### config.mk
export PLATFORM = sky130hd
export DESIGN_NAME = issue_stage
export DESIGN_NICKNAME = d
export VERILOG_FILES = /design/src/rtl/mpt_pkg.sv /design/src/rtl/pipeline_register.sv /design/src/rtl/issue_stage.sv
export SDC_FILE = /design/constraint.sdc
export NUM_CORES = 1
export LEC_CHECK = 0
export CORE_MARGIN = 2
export CORE_UTILIZATION = 45
export CTS_CLUSTER_DIAMETER = 150
export DETAILED_ROUTE_END_ITERATION = 8
export HOLD_SLACK_MARGIN = 0.12
export PLACE_DENSITY = 0.8
export SLEW_MARGIN = 40
export SYNTH_ARGS = -nofsm -noshare
export SYNTH_HDL_FRONTEND = slang
export SYNTH_HIERARCHICAL = 1
export SYNTH_SLANG_ARGS = --single-unit
### constraint.sdc
create_clock -name clk_i -period 3.4 [get_ports clk_i]
set_input_delay 0.51 -clock clk_i [delete_from_list [all_inputs] [get_ports clk_i]]
set_output_delay 0.51 -clock clk_i [all_outputs]
set_load 0.1 [all_outputs]
### src/rtl/mpt_pkg.sv
// Shared MPT walker types: transaction layout, ROB id, issue-stage FSM states.
package mpt_pkg;

  localparam int ROB_ID_WIDTH = 5;
  localparam int SPA_WIDTH    = 27;

  typedef logic [ROB_ID_WIDTH-1:0] rob_id_size_t;

  typedef struct packed {
    logic [SPA_WIDTH-1:0] spa;
    rob_id_size_t         id;
  } mptw_transaction_t;

  typedef enum logic [1:0] {
    ISSUE_IDLE     = 2'd0,
    ISSUE_REQ_ID   = 2'd1,
    ISSUE_WAIT_ID  = 2'd2,
    ISSUE_DISPATCH = 2'd3
  } issue_state_e;

  localparam rob_id_size_t ROB_INVALID_ID = '1;

endpackage

### src/rtl/pipeline_register.sv
// One-entry valid/ready register; a full slot refills on the same edge it drains.
// Latency 1 cycle; i_ready low holds o_valid/o_data stable.
module pipeline_register #(
  parameter int WIDTH = 32
) (
  input  logic             clk_i,
  input  logic             rst_i,
  input  logic             i_valid,
  output logic             o_ready,
  input  logic [WIDTH-1:0] i_data,
  output logic             o_valid,
  input  logic             i_ready,
  output logic [WIDTH-1:0] o_data
);

  logic             r_valid;
  logic [WIDTH-1:0] r_data;

  assign o_ready = !r_valid || i_ready;
  assign o_valid = r_valid;
  assign o_data  = r_data;

  always_ff @(posedge clk_i) begin
    if (rst_i) begin
      r_valid <= 1'b0;
      r_data  <= '0;
    end else if (o_ready) begin
      r_valid <= i_valid;
      if (i_valid) r_data <= i_data;
    end
  end

endmodule

### src/rtl/issue_stage.sv
// Issue stage: frontend -> retire ID request -> ID-tagged dispatch, bounded by ROB occupancy.
// Optional macro ISSUE_STAGE_ID_CHECK_EN validates retire responses and re-requests on reject.
module issue_stage
  import mpt_pkg::*;
#(
  parameter int PIPELINE_DATA_WIDTH  = 32,
  parameter int REORDER_BUFFER_DEPTH = 32,
  parameter bit PIPELINE_PASSTHROUGH = 1'b0
) (
  input  logic                                    clk_i,
  input  logic                                    rst_i,
  input  logic                                    frontend_slave_valid,
  output logic                                    frontend_slave_ready,
  input  logic [PIPELINE_DATA_WIDTH-1:0]          frontend_slave_data,
  output logic                                    retire_master_valid,
  input  logic                                    retire_master_ready,
  output logic [PIPELINE_DATA_WIDTH-1:0]          retire_master_data,
  input  logic                                    retire_slave_valid,
  output logic                                    retire_slave_ready,
  input  logic [PIPELINE_DATA_WIDTH-1:0]          retire_slave_data,
  output logic                                    dispatch_master_valid,
  input  logic                                    dispatch_master_ready,
  output logic [PIPELINE_DATA_WIDTH-1:0]          dispatch_master_data,
  input  logic                                    commit_done_i,
  output logic [$clog2(REORDER_BUFFER_DEPTH):0]   outstanding_o,
  output logic                                    id_error_o
);

  localparam int                CNT_W   = $clog2(REORDER_BUFFER_DEPTH) + 1;
  localparam logic [CNT_W-1:0]  DEPTH_C = CNT_W'(REORDER_BUFFER_DEPTH);

  issue_state_e      r_state;
  mptw_transaction_t r_req_q;
  mptw_transaction_t r_rsp_q;
  logic [CNT_W-1:0]  r_outstanding;

  mptw_transaction_t w_fe;
  mptw_transaction_t w_rsp;
  logic              w_disp_in_valid;
  logic              w_disp_in_ready;
  logic              w_disp_pending;
  logic              w_disp_hs;
  logic              w_commit_dec;
  logic              w_below_limit;
  logic              w_reject;

  assign w_fe  = frontend_slave_data;
  assign w_rsp = retire_slave_data;

  // A transaction parked in the dispatch register is not yet counted, so reserve its slot.
  assign w_below_limit = (r_outstanding + {{(CNT_W-1){1'b0}}, w_disp_pending}) < DEPTH_C;

  assign frontend_slave_ready = !rst_i && (r_state == ISSUE_IDLE) && w_below_limit;
  assign retire_slave_ready   = !rst_i && (r_state == ISSUE_WAIT_ID);
  assign retire_master_valid  = (r_state == ISSUE_REQ_ID);
  assign retire_master_data   = r_req_q;
  assign w_disp_in_valid      = (r_state == ISSUE_DISPATCH);

`ifdef ISSUE_STAGE_ID_CHECK_EN
  logic r_id_error;

  assign w_reject = (w_rsp.id == ROB_INVALID_ID)
                 || (32'(w_rsp.id) >= REORDER_BUFFER_DEPTH)
                 || (w_rsp.spa != r_req_q.spa);

  always_ff @(posedge clk_i) begin
    if (rst_i) r_id_error <= 1'b0;
    else       r_id_error <= (r_state == ISSUE_WAIT_ID) && retire_slave_valid && w_reject;
  end

  assign id_error_o = r_id_error;
`else
  assign w_reject   = 1'b0;
  assign id_error_o = 1'b0;
`endif

  always_ff @(posedge clk_i) begin
    if (rst_i) begin
      r_state <= ISSUE_IDLE;
      r_req_q <= '0;
      r_rsp_q <= '0;
    end else begin
      case (r_state)
        ISSUE_IDLE: begin
          if (frontend_slave_valid && frontend_slave_ready) begin
            r_req_q    <= w_fe;
            r_req_q.id <= ROB_INVALID_ID;
            r_state    <= ISSUE_REQ_ID;
          end
        end
        ISSUE_REQ_ID: begin
          if (retire_master_ready) r_state <= ISSUE_WAIT_ID;
        end
        ISSUE_WAIT_ID: begin
          if (retire_slave_valid) begin
            if (w_reject) begin
              r_state <= ISSUE_REQ_ID;
            end else begin
              r_rsp_q <= w_rsp;
              r_state <= ISSUE_DISPATCH;
            end
          end
        end
        ISSUE_DISPATCH: begin
          if (w_disp_in_ready) r_state <= ISSUE_IDLE;
        end
        default: r_state <= ISSUE_IDLE;
      endcase
    end
  end

  generate
    if (PIPELINE_PASSTHROUGH) begin : g_pass
      assign dispatch_master_valid = w_disp_in_valid;
      assign dispatch_master_data  = r_rsp_q;
      assign w_disp_in_ready       = dispatch_master_ready;
      assign w_disp_pending        = 1'b0;
    end else begin : g_reg
      pipeline_register #(
        .WIDTH(PIPELINE_DATA_WIDTH)
      ) u_dispatch_reg (
        .clk_i   (clk_i),
        .rst_i   (rst_i),
        .i_valid (w_disp_in_valid),
        .o_ready (w_disp_in_ready),
        .i_data  (r_rsp_q),
        .o_valid (dispatch_master_valid),
        .i_ready (dispatch_master_ready),
        .o_data  (dispatch_master_data)
      );
      assign w_disp_pending = dispatch_master_valid;
    end
  endgenerate

  assign w_disp_hs    = dispatch_master_valid && dispatch_master_ready;
  assign w_commit_dec = commit_done_i && (r_outstanding != '0);

  always_ff @(posedge clk_i) begin
    if (rst_i) begin
      r_outstanding <= '0;
    end else begin
      case ({w_disp_hs, w_commit_dec})
        2'b10:   if (r_outstanding != DEPTH_C) r_outstanding <= r_outstanding + 1'b1;
        2'b01:   r_outstanding <= r_outstanding - 1'b1;
        default: r_outstanding <= r_outstanding;
      endcase
    end
  end

  assign outstanding_o = r_outstanding;

endmodule

# Yosys cells after proc, flatten, opt, wreduce, memory -nomap -nowiden
# Index checks and enable logic that the tools add are counted.
# Widths: inputs -> output; s select.
# word_totals
word_cells	47
register_bits	101
input_bits	71
# op_classes
add_sub_neg	3
eq_ne	11
n_reduce_logical	17
order_cmp	1
mux	7
# ops
op	count
$pmux 6 s2	1
$mux 2	4
$pmux 2 s4	1
$reduce_and 2->1	4
$add 6x1->6	1
$add 6x1->6 const B	1
$eq 2x2->1 const B	3
$logic_and 1x1->1	6
$lt 6x6->1 const B	1
$mux 6	1
$ne 2x2->1 const B	3
$ne 6x6->1 const B	1
$reduce_bool 6->1	1
$sub 6x1->6 const B	1
$eq 2x1->1 const B	2
$ne 2x1->1 const B	2
$reduce_and 4->1	1
$logic_not 1->1	2
$logic_not 2->1	1
$reduce_bool 2->1	1
$logic_or 1x1->1	1

# Logic depth before layout (Yosys ltp)
# Gate-level depths: netlist of run 1.
# depth
ltp_word	6
mapped_depth	9
mapped_depth_nobuf	8

# Cells and area by module
# Netlist of run 1, hierarchy kept.
# by_module_without_submodules
module	n_inst	cells_each	seq_area_each_um2	area_each_um2
issue_stage	1	313	1361.3	2765.2
pipeline_register	1	150	660.6	1443.9

# Worst setup path before layout of run 1
# No wires, ideal clock.
# synth_path
path_kind	register to output
startpoint	reg r_outstanding[1], in the netlist outstanding_o[1]
endpoint	out frontend_slave_ready
arrival_ns	4.771
stages_incl_launch_ff	5
setup_slack_ns	-1.881
required_ns	2.890
n_path_buf	1
cell_sequence	dfxtp_1 > buf_6 > nand2_1 > o31a_1 > nor4b_1
# synth_between
elab_chain_cells	3
# synth_rtl
element	line_no	source
start: declaration	issue_stage.sv:35	logic [CNT_W-1:0] r_outstanding;
start signal: assignment	issue_stage.sv:143	2'b10: if (r_outstanding != DEPTH_C) r_outstanding <= r_outstanding + 1'b1;
start signal: assignment	issue_stage.sv:144	2'b01: r_outstanding <= r_outstanding - 1'b1;
start signal: assignment	issue_stage.sv:145	default: r_outstanding <= r_outstanding;
$add 6x1->6	issue_stage.sv:51	assign w_below_limit = (r_outstanding + {{(CNT_W-1){1'b0}}, w_disp_pending}) < DEPTH_C;
$lt 6x6->1	issue_stage.sv:51	
$logic_and 1x1->1	issue_stage.sv:53	assign frontend_slave_ready = !rst_i && (r_state == ISSUE_IDLE) && w_below_limit;
end: declaration	issue_stage.sv:13	output logic frontend_slave_ready,
# No other way between the ends.

# Worst setup path in the final report of run 1
# Same ends and word-level chain as after synthesis.

==> insert_results.sql, run 1 <==
INSERT INTO impl_metrics (metric_group, metric, value, unit) VALUES
('hold_path', 'hold_path.class', 'flop to flop', ''),
('grt', 'grt_pass1_wl', '15.83', 'mm'),
('pwr', 'worst_ir_drop_vdd', '0.5692', 'mV'),
('status', 'run_status', 'finished clean', ''),
('cts', 'clk_root_buffer_cell', 'sky130_fd_sc_hd__clkbuf_8', ''),
('cts', 'cts_post_setup_buffers_inserted', '0', ''),
('yosys', 'post_synth_instance_area', '4209', 'um^2'),
('pwr', 'power.density_cell_area', '658.3', 'nW/um^2'),
('floorplanning', 'placementRows', '35', ''),
('grt', 'grt-ovfl-total', '0', ''),
('hold_path', 'start_point_of_the_worst_min_delay_path', 'r_rsp_q[2]$_SDFFE_PP0P_', ''),
('floorplanning', 'design.portCount', '146', ''),
('timing', 'period_share', '0.7396', ''),
('floorplanning', 'die_ar', '10140', 'um^2'),
('cells_and_area', 'final.fill_count', '787', ''),
('timing', 'worst-slew-pin-transition', '0.6498', 'ns'),
('yosys', 'yosys.cell_count.top_type', 'sky130_fd_sc_hd__dfxtp_1', ''),
('critical_path', 'crit_type', 'flop to output port', ''),
('timing', 'setup-violations-final', '0', ''),
('floorplanning', 'initial_core_util', '0.4599', ''),
('yosys', 'synth.cells.most_frequent', 'sky130_fd_sc_hd__dfxtp_1, sky130_fd_sc_hd__nand2_1, sky130_fd_sc_hd__a21oi_1', ''),
('critical_path', 'cp-start-kind', 'flop', ''),
('floorplanning', 'die-height', '100.7', 'um'),
('cts', 'clk-insertion-delay-late', '0.36', 'ns'),
('placement', 'portBuffers', '139', ''),
('cts', 'cts_num_sinks', '101', ''),
('cells_and_area', 'drive_gt1_frac', '0.2341', ''),
('critical_path', 'regToRegStartpoint', 'outstanding_o[1]$_SDFFE_PP0P_', ''),
('floorplanning', 'die-width', '100.7', 'um'),
('floorplanning', 'core_area', '9153', 'um^2'),
('timing', 'timing_hold_violations_final', '0', ''),
('yosys', 'synthCells', '463', ''),
('route', 'drt-initial-drc-count', '92', ''),
('grt', 'antenna_violations_before_repair', '0', ''),
('critical_path', 'cp-startpoint', 'outstanding_o[1]$_SDFFE_PP0P_', ''),
('placement', 'placement.setup.worst_slack', '0.8061', 'ns'),
('placement', 'hpwlAfterDp', '6.642', 'mm'),
('cells_and_area', 'fin_nets', '655', ''),
('timing', 'rsz_0062_raised_after_global_routing', 'false', ''),
('hold_path', 'hold_path_cell_cnt', '2', ''),
('cts', 'cts_tree', 'yes', ''),
('route', 'route.final.wire_length', '9.822', 'mm'),
('timing', 'max_slew_violation_total_from_the_final_report', '0', ''),
('cells_and_area', 'area_delta_synth_final', '28.80', '%'),
('route', 'detailedRoute.firstPassIterationCount', '4', ''),
('flow_run', 'max-cap-violations', '0', ''),
('yosys', 'synth-seq-area-share', '0.4804', ''),
('grt', 'grt_max_degree', '58', ''),
('placement', 'gp_congestion', '0.8109', ''),
('yosys', 'synth_top_area_cell', 'sky130_fd_sc_hd__dfxtp_1', ''),
('cts', 'cts_inserted_buffers', '9', ''),
('yosys', 'synth.distinct_cells', '43', ''),
('timing', 'setup_slack', '0.8855', 'ns'),
('yosys', 'synthTopCellsByArea', 'sky130_fd_sc_hd__dfxtp_1, sky130_fd_sc_hd__a21oi_1, sky130_fd_sc_hd__mux2i_1, sky130_fd_sc_hd__a21bo_2, sky130_fd_sc_hd__nand2_1', ''),
('yosys', 'synth-seq-cells', '101', ''),
('yosys', 'yosys_warns', '6', ''),
('yosys', 'async_reset_ff_frac', '0', ''),
('timing', 'timing.max_slew.rel_slack', '0.5668', ''),
('route', 'post_drt_wl_per_cell', '14.19', 'um'),
('yosys', 'synth_nets', '540', ''),
('timing', 'finalCriticalPeriod', '2.515', 'ns'),
('grt', 'track_usage', '0.1928', ''),
('yosys', 'postSynthAreaPerCell', '9.091', 'um^2'),
('critical_path', 'r2r_cells', '8', ''),
('cts', 'postCtsHoldBufs', '0', ''),
('cts', 'htreeDepth', '3', ''),
('critical_path', 'cp_data_required_time', '2.89', 'ns'),
('cells_and_area', 'diodes', '0', ''),
('route', 'dr_total_vias', '3596', ''),
('yosys', 'synth_ff_type', 'sky130_fd_sc_hd__dfxtp_1', ''),
('pwr', 'leakage', '2.182', 'nW');
report_power, final:
part	internal, mW	leakage (nW)	switching, mW
Combinational	0.399	1.27	1.01
Sequential	1.29	0.818	0.0960
Clock	0.374	0.0975	0.392
cell usage in the layout (no fill, tap or decap), drive strengths merged, types with 2 or more instances in the layout:
master	netlist	routed
xor2	4	4
or3	3	3
a211oi	2	2
dfxtp	101	101
nor2	39	39
clkbuf	19	11
nand2	69	69
o21ai	3	3
a21oi	67	67
clkdlybuf4s50	0	64
nor4	2	2
o41ai	2	2
ha	6	6
mux2i	29	29
a21bo	32	32
buf	23	82
nor4b	2	2
nand3b	2	2
o31a	2	2
nor3	4	4
nand2b	2	2
inv	7	7
nand3	32	32
per-layer routing:
layer	track usage	part of all wire	vias to the layer above	routed length, um
met5	0	0	-	0
met4	0.05585	0.011	0	107
met3	0.05964	0.083	8	816
met2	0.3256	0.47	118	4624
met1	0.2364	0.44	1678	4274
li1	-	-	1792	-
kinds of logic (layout without fill, tap and decap cells):
logic type,after synthesis,in the layout,share of synthesized area
muxes,30,30,0.07164
buffers and inverters,49,167,0.06242
AOI/OAI and AO/OA,113,113,0.1897
other,1,1,0.0008909
adders and majority gates,6,6,0.01784
xor gates and xnor gates,4,4,0.008323
DFF,101,101,0.4804
and+or+nand+nor,159,159,0.1688
critical path, cell delays in order, from the launching register on:
cell and delay, ns:
sky130_fd_sc_hd__dfxtp_1 0.48, sky130_fd_sc_hd__nand2_1 0.16, sky130_fd_sc_hd__o31a_1 0.38, sky130_fd_sc_hd__nor4b_4 0.29, sky130_fd_sc_hd__buf_4 0.34
flip-flops by register name, summed over array words and instances (netlist names):
| register | count |
|---|---|
| g_reg.u_dispatch_reg/o_valid | 1 |
| r_rsp_q | 32 |
| r_state | 2 |
| g_reg.u_dispatch_reg/o_data | 32 |
| retire_master_data | 28 |
| outstanding_o | 6 |
worst paths after layout:
kind	slack, ns	end
worst max-delay path	0.89	frontend_slave_ready
worst min-delay path	0.46	r_rsp_q[2]$_SDFFE_PP0P_
worst max register to register	1.10	outstanding_o[4]$_SDFFE_PP0P_
worst min register to register	0.46	r_rsp_q[2]$_SDFFE_PP0P_
cell type report:
type / instances / area [um^2] / area share
sequential: 101 / 2022 / 0.3730
inverter: 7 / 26.28 / 0.004847
multi-input combinational: 313 / 1948 / 0.3593
clock inverter: 3 / 46.29 / 0.008539
tap: 111 / 138.9 / 0.02562
timing repair buffer: 146 / 1089 / 0.2008
clock buffer: 11 / 151.4 / 0.02793
metrics by stage:
step	cells	util	power (mW)	instance area (um^2)	hold WS [ns]
floorplan	463	-	2.577	4224	0.4366
global placement	678	0.6074	2.859	5559	0.4434
detailed placement	678	0.5707	2.835	5224	0.4469
CTS	692	0.5923	3.598	5421	0.4606
global route	692	0.5923	3.756	5421	0.4763
finish	692	0.5923	3.569	5421	0.4597
(Power assumes the default switching activity.)
==> run 2, diff against run 1 <==
- clock period: 3.4 -> 2.5 ns (I/O delays scaled with it)
==> insert_results.sql, run 2 (synthesis results as in run 1) <==
INSERT INTO impl_metrics (metric_group, metric, value, unit) VALUES
('status', 'run_status', 'finished clean', ''),
('floorplanning', 'die_ar', '10140', 'um^2'),
('cts', 'postCtsHoldBufs', '0', ''),
('cts', 'cts_post_setup_buffers_inserted', '0', ''),
('timing', 'setup-violations-final', '0', ''),
('route', 'route.final.wire_length', '9.742', 'mm'),
('cts', 'postCtsResizedCells', '0', ''),
('pwr', 'total_power', '4.964', 'mW'),
('floorplanning', 'placementRows', '35', ''),
('timing', 'finalSetupTns', '0', 'ns'),
('cts', 'cts_num_sinks', '101', ''),
('cts', 'htreeDepth', '3', ''),
('placement', 'gp_congestion', '0.8133', ''),
('pwr', 'leakage', '2.234', 'nW'),
('cells_and_area', 'finish.cell_count_without_fillers', '701', ''),
('cells_and_area', 'area_delta_synth_final', '35.64', '%'),
('pwr', 'power.density_cell_area', '869.4', 'nW/um^2'),
('critical_path', 'crit_slowest_cell', 'sky130_fd_sc_hd__or3_4', ''),
('cells_and_area', 'final_common_cell', 'sky130_fd_sc_hd__dfxtp_1', ''),
('floorplanning', 'initial_core_util', '0.4599', ''),
('cells_and_area', 'fin_nets', '662', ''),
('route', 'avgViaCountPerCell', '5.056', ''),
('route', 'route.detailed.drc', '0', ''),
('grt', 'track_usage', '0.1915', ''),
('grt', 'grt_max_degree', '44', ''),
('floorplanning', 'design.portCount', '146', ''),
('timing', 'setup_slack', '0.2138', 'ns'),
('critical_path', 'maximum_fanout_encountered_on_the_critical_timing_path', '6', ''),
('critical_path', 'kind_of_capture_point_of_the_worst_setup_path', 'flop', ''),
('flow_run', 'max-cap-violations', '0', ''),
('cts', 'clk_root_buffer_cell', 'sky130_fd_sc_hd__clkbuf_8', ''),
('timing', 'finalCriticalPeriod', '2.286', 'ns'),
('grt', 'antenna_violations_before_repair', '0', ''),
('timing', 'worst-slew-pin-transition', '0.5585', 'ns'),
('timing', 'timing.max_slew.rel_slack', '0.6277', ''),
('cells_and_area', 'drive_gt1_frac', '0.2593', ''),
('placement', 'placedCellCount', '685', ''),
('floorplanning', 'die-height', '100.7', 'um'),
('route', 'detailedRoute.firstPassIterationCount', '4', ''),
('cts', 'clk-insertion-delay-late', '0.35', 'ns'),
('critical_path', 'cp_data_arrival_time', '2.56', 'ns'),
('timing', 'rsz_0062_raised_after_global_routing', 'false', ''),
('cells_and_area', 'diodes', '0', ''),
('route', 'drt-initial-drc-count', '84', ''),
('critical_path', 'cp_data_required_time', '2.77', 'ns'),
('cts', 'cts_inserted_buffers', '9', ''),
('route', 'post_drt_wl_per_cell', '13.90', 'um'),
('placement', 'portBuffers', '139', ''),
('cells_and_area', 'final_util', '0.6238', ''),
('critical_path', 'cp-start-kind', 'flop', ''),
('cts', 'clk_pin_slew_worst_paths', '0.11', 'ns'),
('grt', 'grt_pass1_wl', '15.68', 'mm'),
('timing', 'max_slew_violation_total_from_the_final_report', '0', ''),
('critical_path', 'crit_path_max_incr_delay', '0.41', 'ns'),
('route', 'dr_total_vias', '3544', ''),
('critical_path', 'worstPathCellList', 'or3_4 -> o211a_4 -> xor2_1 -> ha_1 -> nor4_1 -> mux2i_1 -> or3_1 -> a21oi_1', ''),
('grt', 'grt-ovfl-total', '0', ''),
('pwr', 'worst_ir_drop_vdd', '0.5917', 'mV'),
('cells_and_area', 'final.fill_count', '776', ''),
('placement', 'dpl-instance-area', '5508', 'um^2'),
('placement', 'placement.setup.worst_slack', '0.2019', 'ns'),
('cts', 'cts_tree', 'yes', ''),
('critical_path', 'crit_type', 'flop to flop', ''),
('floorplanning', 'core_area', '9153', 'um^2'),
('cells_and_area', 'finish.instance_area', '5709', 'um^2'),
('route', 'drtAntennaViolNets', '0', ''),
('timing', 'skew', '0.01653', 'ns'),
('timing', 'timing.fmax', '437.4', 'MHz'),
('cts', 'clock_path_buffers', '2', ''),
('timing', 'period_share', '0.9145', ''),
('floorplanning', 'die-width', '100.7', 'um'),
('cells_and_area', 'layout_common_cells', 'sky130_fd_sc_hd__dfxtp_1, sky130_fd_sc_hd__buf_4, sky130_fd_sc_hd__nand2_1', ''),
('timing', 'timing_hold_violations_final', '0', ''),
('grt', 'first_global_vias', '3401', ''),
('timing', 'hold_slack', '0.3748', 'ns'),
('hold_path', 'hold_path.class', 'input pin to flop', ''),
('placement', 'hpwlAfterDp', '6.890', 'mm');
-- run 2: cell count changes in the layout (fill, tap and decap cells not counted), sizes merged --
cell	previous run	this run
buf	82	89
inv	7	10
bufinv	1	0
-- run 2: layout make-up --
| class | instances | area, um^2 | area share |
|---|---|---|---|
| tap | 111 | 138.9 | 0.02433 |
| clock buffer | 11 | 151.4 | 0.02652 |
| timing repair buffer | 153 | 1346 | 0.2358 |
| multi-input combinational | 313 | 1951 | 0.3417 |
| inverter | 7 | 26.28 | 0.004602 |
| sequential | 101 | 2046 | 0.3583 |
| clock inverter | 5 | 50.05 | 0.008766 |
-- run 2: where the power goes --
| group | switching [mW] | leakage (nW) | internal [mW] |
|---|---|---|---|
| registers | 0.137 | 0.823 | 1.78 |
| logic | 1.39 | 1.31 | 0.627 |
| clock network | 0.589 | 0.102 | 0.440 |
| total | 2.12 | 2.23 | 2.85 |
-- run 2: worst max-delay path: cells and delay by family (launching register included) --
kind / cells / cell delay [ns]
AOI/OAI and AO/OA: 2 / 0.43
xor gates and xnor gates: 1 / 0.15
adders and majority gates: 1 / 0.21
DFF: 1 / 0.38
muxes: 1 / 0.13
and+or+nand+nor: 3 / 0.91
-- run 2: worst paths after layout --
path | from | end | slack [ns] | depth (start not counted)
worst max-delay path | outstanding_o[0]$_SDFFE_PP0P_ | outstanding_o[4]$_SDFFE_PP0P_ | 0.21 | 8
worst min-delay path | rst_i | g_reg.u_dispatch_reg/o_data[23]$_SDFFE_PP0P_ | 0.37 | 2
worst max register to register | outstanding_o[0]$_SDFFE_PP0P_ | outstanding_o[4]$_SDFFE_PP0P_ | 0.21 | 8
worst min register to register | r_rsp_q[8]$_SDFFE_PP0P_ | r_rsp_q[8]$_SDFFE_PP0P_ | 0.46 | 2
-- run 2: layer usage --
layer | part of all wire | routed length (um) | track usage
met2 | 0.48 | 4649 | 0.3200
met3 | 0.067 | 648 | 0.06449
met5 | 0 | 0 | 0
met1 | 0.44 | 4267 | 0.2322
met4 | 0.018 | 177 | 0.06112
==> run 3, diff against run 2 <==
- PLACE_DENSITY: 0.8 -> unset
- PLACE_DENSITY_LB_ADDON: unset -> 0.2
==> insert_results.sql, run 3 (synthesis results as in run 1) <==
INSERT INTO impl_metrics (metric_group, metric, value, unit) VALUES
('timing', 'skew', '0.01029', 'ns'),
('floorplanning', 'placementRows', '35', ''),
('flow_run', 'max-cap-violations', '0', ''),
('critical_path', 'kind_of_capture_point_of_the_worst_setup_path', 'flop', ''),
('timing', 'timing.max_slew.rel_slack', '0.5691', ''),
('cts', 'postCtsResizedCells', '0', ''),
('timing', 'timing_hold_violations_final', '0', ''),
('cells_and_area', 'area_delta_synth_final', '35.11', '%'),
('grt', 'track_usage', '0.1909', ''),
('grt', 'grt_pass1_wl', '15.58', 'mm'),
('cts', 'cts_inserted_buffers', '9', ''),
('route', 'avgViaCountPerCell', '5.064', ''),
('critical_path', 'cp_data_arrival_time', '2.56', 'ns'),
('cells_and_area', 'final_common_cell', 'sky130_fd_sc_hd__dfxtp_1', ''),
('critical_path', 'worstPathCellList', 'or3_4 -> o211a_4 -> xor2_1 -> ha_1 -> nor4_1 -> mux2i_1 -> or3_1 -> a21oi_1', ''),
('cells_and_area', 'final.fill_count', '810', ''),
('timing', 'worst-slew-pin-transition', '0.6463', 'ns'),
('critical_path', 'crit_type', 'flop to flop', ''),
('hold_path', 'hold_path.class', 'flop to flop', ''),
('timing', 'hold_slack', '0.4599', 'ns'),
('critical_path', 'cp_data_required_time', '2.78', 'ns'),
('cells_and_area', 'drive_gt1_frac', '0.2555', ''),
('pwr', 'leakage', '2.207', 'nW'),
('floorplanning', 'core_area', '9153', 'um^2'),
('placement', 'hpwlAfterDp', '6.576', 'mm'),
('cells_and_area', 'multiInputGateArea', '1951', 'um^2'),
('route', 'route.final.wire_length', '9.683', 'mm'),
('floorplanning', 'initial_core_util', '0.4599', ''),
('cts', 'postCtsHoldBufs', '0', ''),
('timing', 'setup-violations-final', '0', ''),
('route', 'dr_total_vias', '3535', ''),
('timing', 'rsz_0062_raised_after_global_routing', 'false', ''),
('pwr', 'worst_ir_drop_vdd', '0.6275', 'mV'),
('cells_and_area', 'diodes', '0', ''),
('timing', 'max_slew_violation_total_from_the_final_report', '0', ''),
('cts', 'htreeDepth', '3', ''),
('timing', 'timing.fmax', '437.2', 'MHz'),
('floorplanning', 'die-width', '100.7', 'um'),
('pwr', 'total_power', '4.935', 'mW'),
('timing', 'period_share', '0.9149', ''),
('pwr', 'power.density_cell_area', '867.8', 'nW/um^2'),
('placement', 'portBuffers', '139', ''),
('grt', 'grt-ovfl-total', '0', ''),
('grt', 'antenna_violations_before_repair', '0', ''),
('route', 'post_drt_wl_per_cell', '13.87', 'um'),
('cts', 'clock_path_buffers', '2', ''),
('critical_path', 'cp-start-kind', 'flop', ''),
('placement', 'gp_congestion', '0.6988', ''),
('cts', 'cts_post_setup_buffers_inserted', '0', ''),
('critical_path', 'maximum_fanout_encountered_on_the_critical_timing_path', '6', ''),
('critical_path', 'crit_slowest_cell', 'sky130_fd_sc_hd__or3_4', ''),
('floorplanning', 'die-height', '100.7', 'um'),
('grt', 'grt_max_degree', '64', ''),
('route', 'detailedRoute.firstPassIterationCount', '5', ''),
('floorplanning', 'design.portCount', '146', ''),
('cells_and_area', 'layout_common_cells', 'sky130_fd_sc_hd__dfxtp_1, sky130_fd_sc_hd__buf_4, sky130_fd_sc_hd__nand2_1', ''),
('status', 'run_status', 'finished clean', ''),
('cts', 'cts_num_sinks', '101', ''),
('timing', 'finalCriticalPeriod', '2.287', 'ns'),
('cts', 'clk_root_buffer_cell', 'sky130_fd_sc_hd__clkbuf_8', ''),
('floorplanning', 'die_ar', '10140', 'um^2'),
('route', 'drt-initial-drc-count', '129', ''),
('cts', 'cts_tree', 'yes', ''),
('cells_and_area', 'fin_nets', '660', ''),
('critical_path', 'crit_path_max_incr_delay', '0.41', 'ns'),
('route', 'route.detailed.drc', '0', ''),
('cells_and_area', 'final_util', '0.6213', ''),
('cts', 'clk-insertion-delay-late', '0.36', 'ns'),
('grt', 'first_global_vias', '3244', ''),
('route', 'drtAntennaViolNets', '0', ''),
('cts', 'clk_pin_slew_worst_paths', '0.09', 'ns'),
('cells_and_area', 'ff_latch_area', '2046', 'um^2');
==> run 3: changes by cell type in the layout (fill, tap and decap cells not counted) <==
cell                         previous run  this run
sky130_fd_sc_hd__inv_8                  3         0
sky130_fd_sc_hd__clkinvlp_4             1         3
sky130_fd_sc_hd__clkbuf_8              11        10
sky130_fd_sc_hd__buf_4                 86        84
sky130_fd_sc_hd__clkbuf_16              0         1
==> run 3: power breakdown <==
part | internal [mW] | switching [mW]
Combinational | 0.626 | 1.39
Sequential | 1.78 | 0.136
Clock | 0.447 | 0.558
Total | 2.85 | 2.08
==> run 3: path summary, 6_finish.rpt <==
path         cells after the start  slack (ns)                           from                             to
max                              8        0.21  outstanding_o[0]$_SDFFE_PP0P_  outstanding_o[4]$_SDFFE_PP0P_
min                              2        0.46       r_rsp_q[18]$_SDFFE_PP0P_       r_rsp_q[18]$_SDFFE_PP0P_
max reg2reg                      8        0.21  outstanding_o[0]$_SDFFE_PP0P_  outstanding_o[4]$_SDFFE_PP0P_
min reg2reg                      2        0.46       r_rsp_q[18]$_SDFFE_PP0P_       r_rsp_q[18]$_SDFFE_PP0P_
==> run 3: layout make-up <==
class,count,share of cell area
Clock buffer,11,0.02860
Sequential cell,101,0.3597
Inverter,7,0.004620
Timing Repair Buffer,151,0.2341
Tap cell,111,0.02442
Clock inverter,4,0.005501
Multi-Input combinational cell,313,0.3430
==> run 3: per-stage QoR <==
stage	TNS, ns	cell area, um^2	cells	worst slack [ns]
floorplan	-0.1236	4250	463	-0.1236
global placement	0	5493	683	0.2070
detailed placement	0	5493	683	0.1047
CTS	0	5687	698	0.2025
global route	0	5687	698	0.05307
finish	0	5687	698	0.2128
==> run 3: routing by layer <==
layer | track usage | vias up | routed length [um]
met4 | 0.05901 | 0 | 100
met1 | 0.2446 | 1623 | 4336
met2 | 0.3000 | 98 | 4494
li1 | - | 1806 | -
met3 | 0.07004 | 8 | 752
met5 | 0 | - | 0
==> run 3: worst max-delay path: cells and delay by family, from the launching register on <==
family	cells	cell delay [ns]
and+or+nand+nor	3	0.90
AOI/OAI and AO/OA	2	0.44
DFF	1	0.38
adders and majority gates	1	0.22
xor gates and xnor gates	1	0.15
muxes	1	0.12
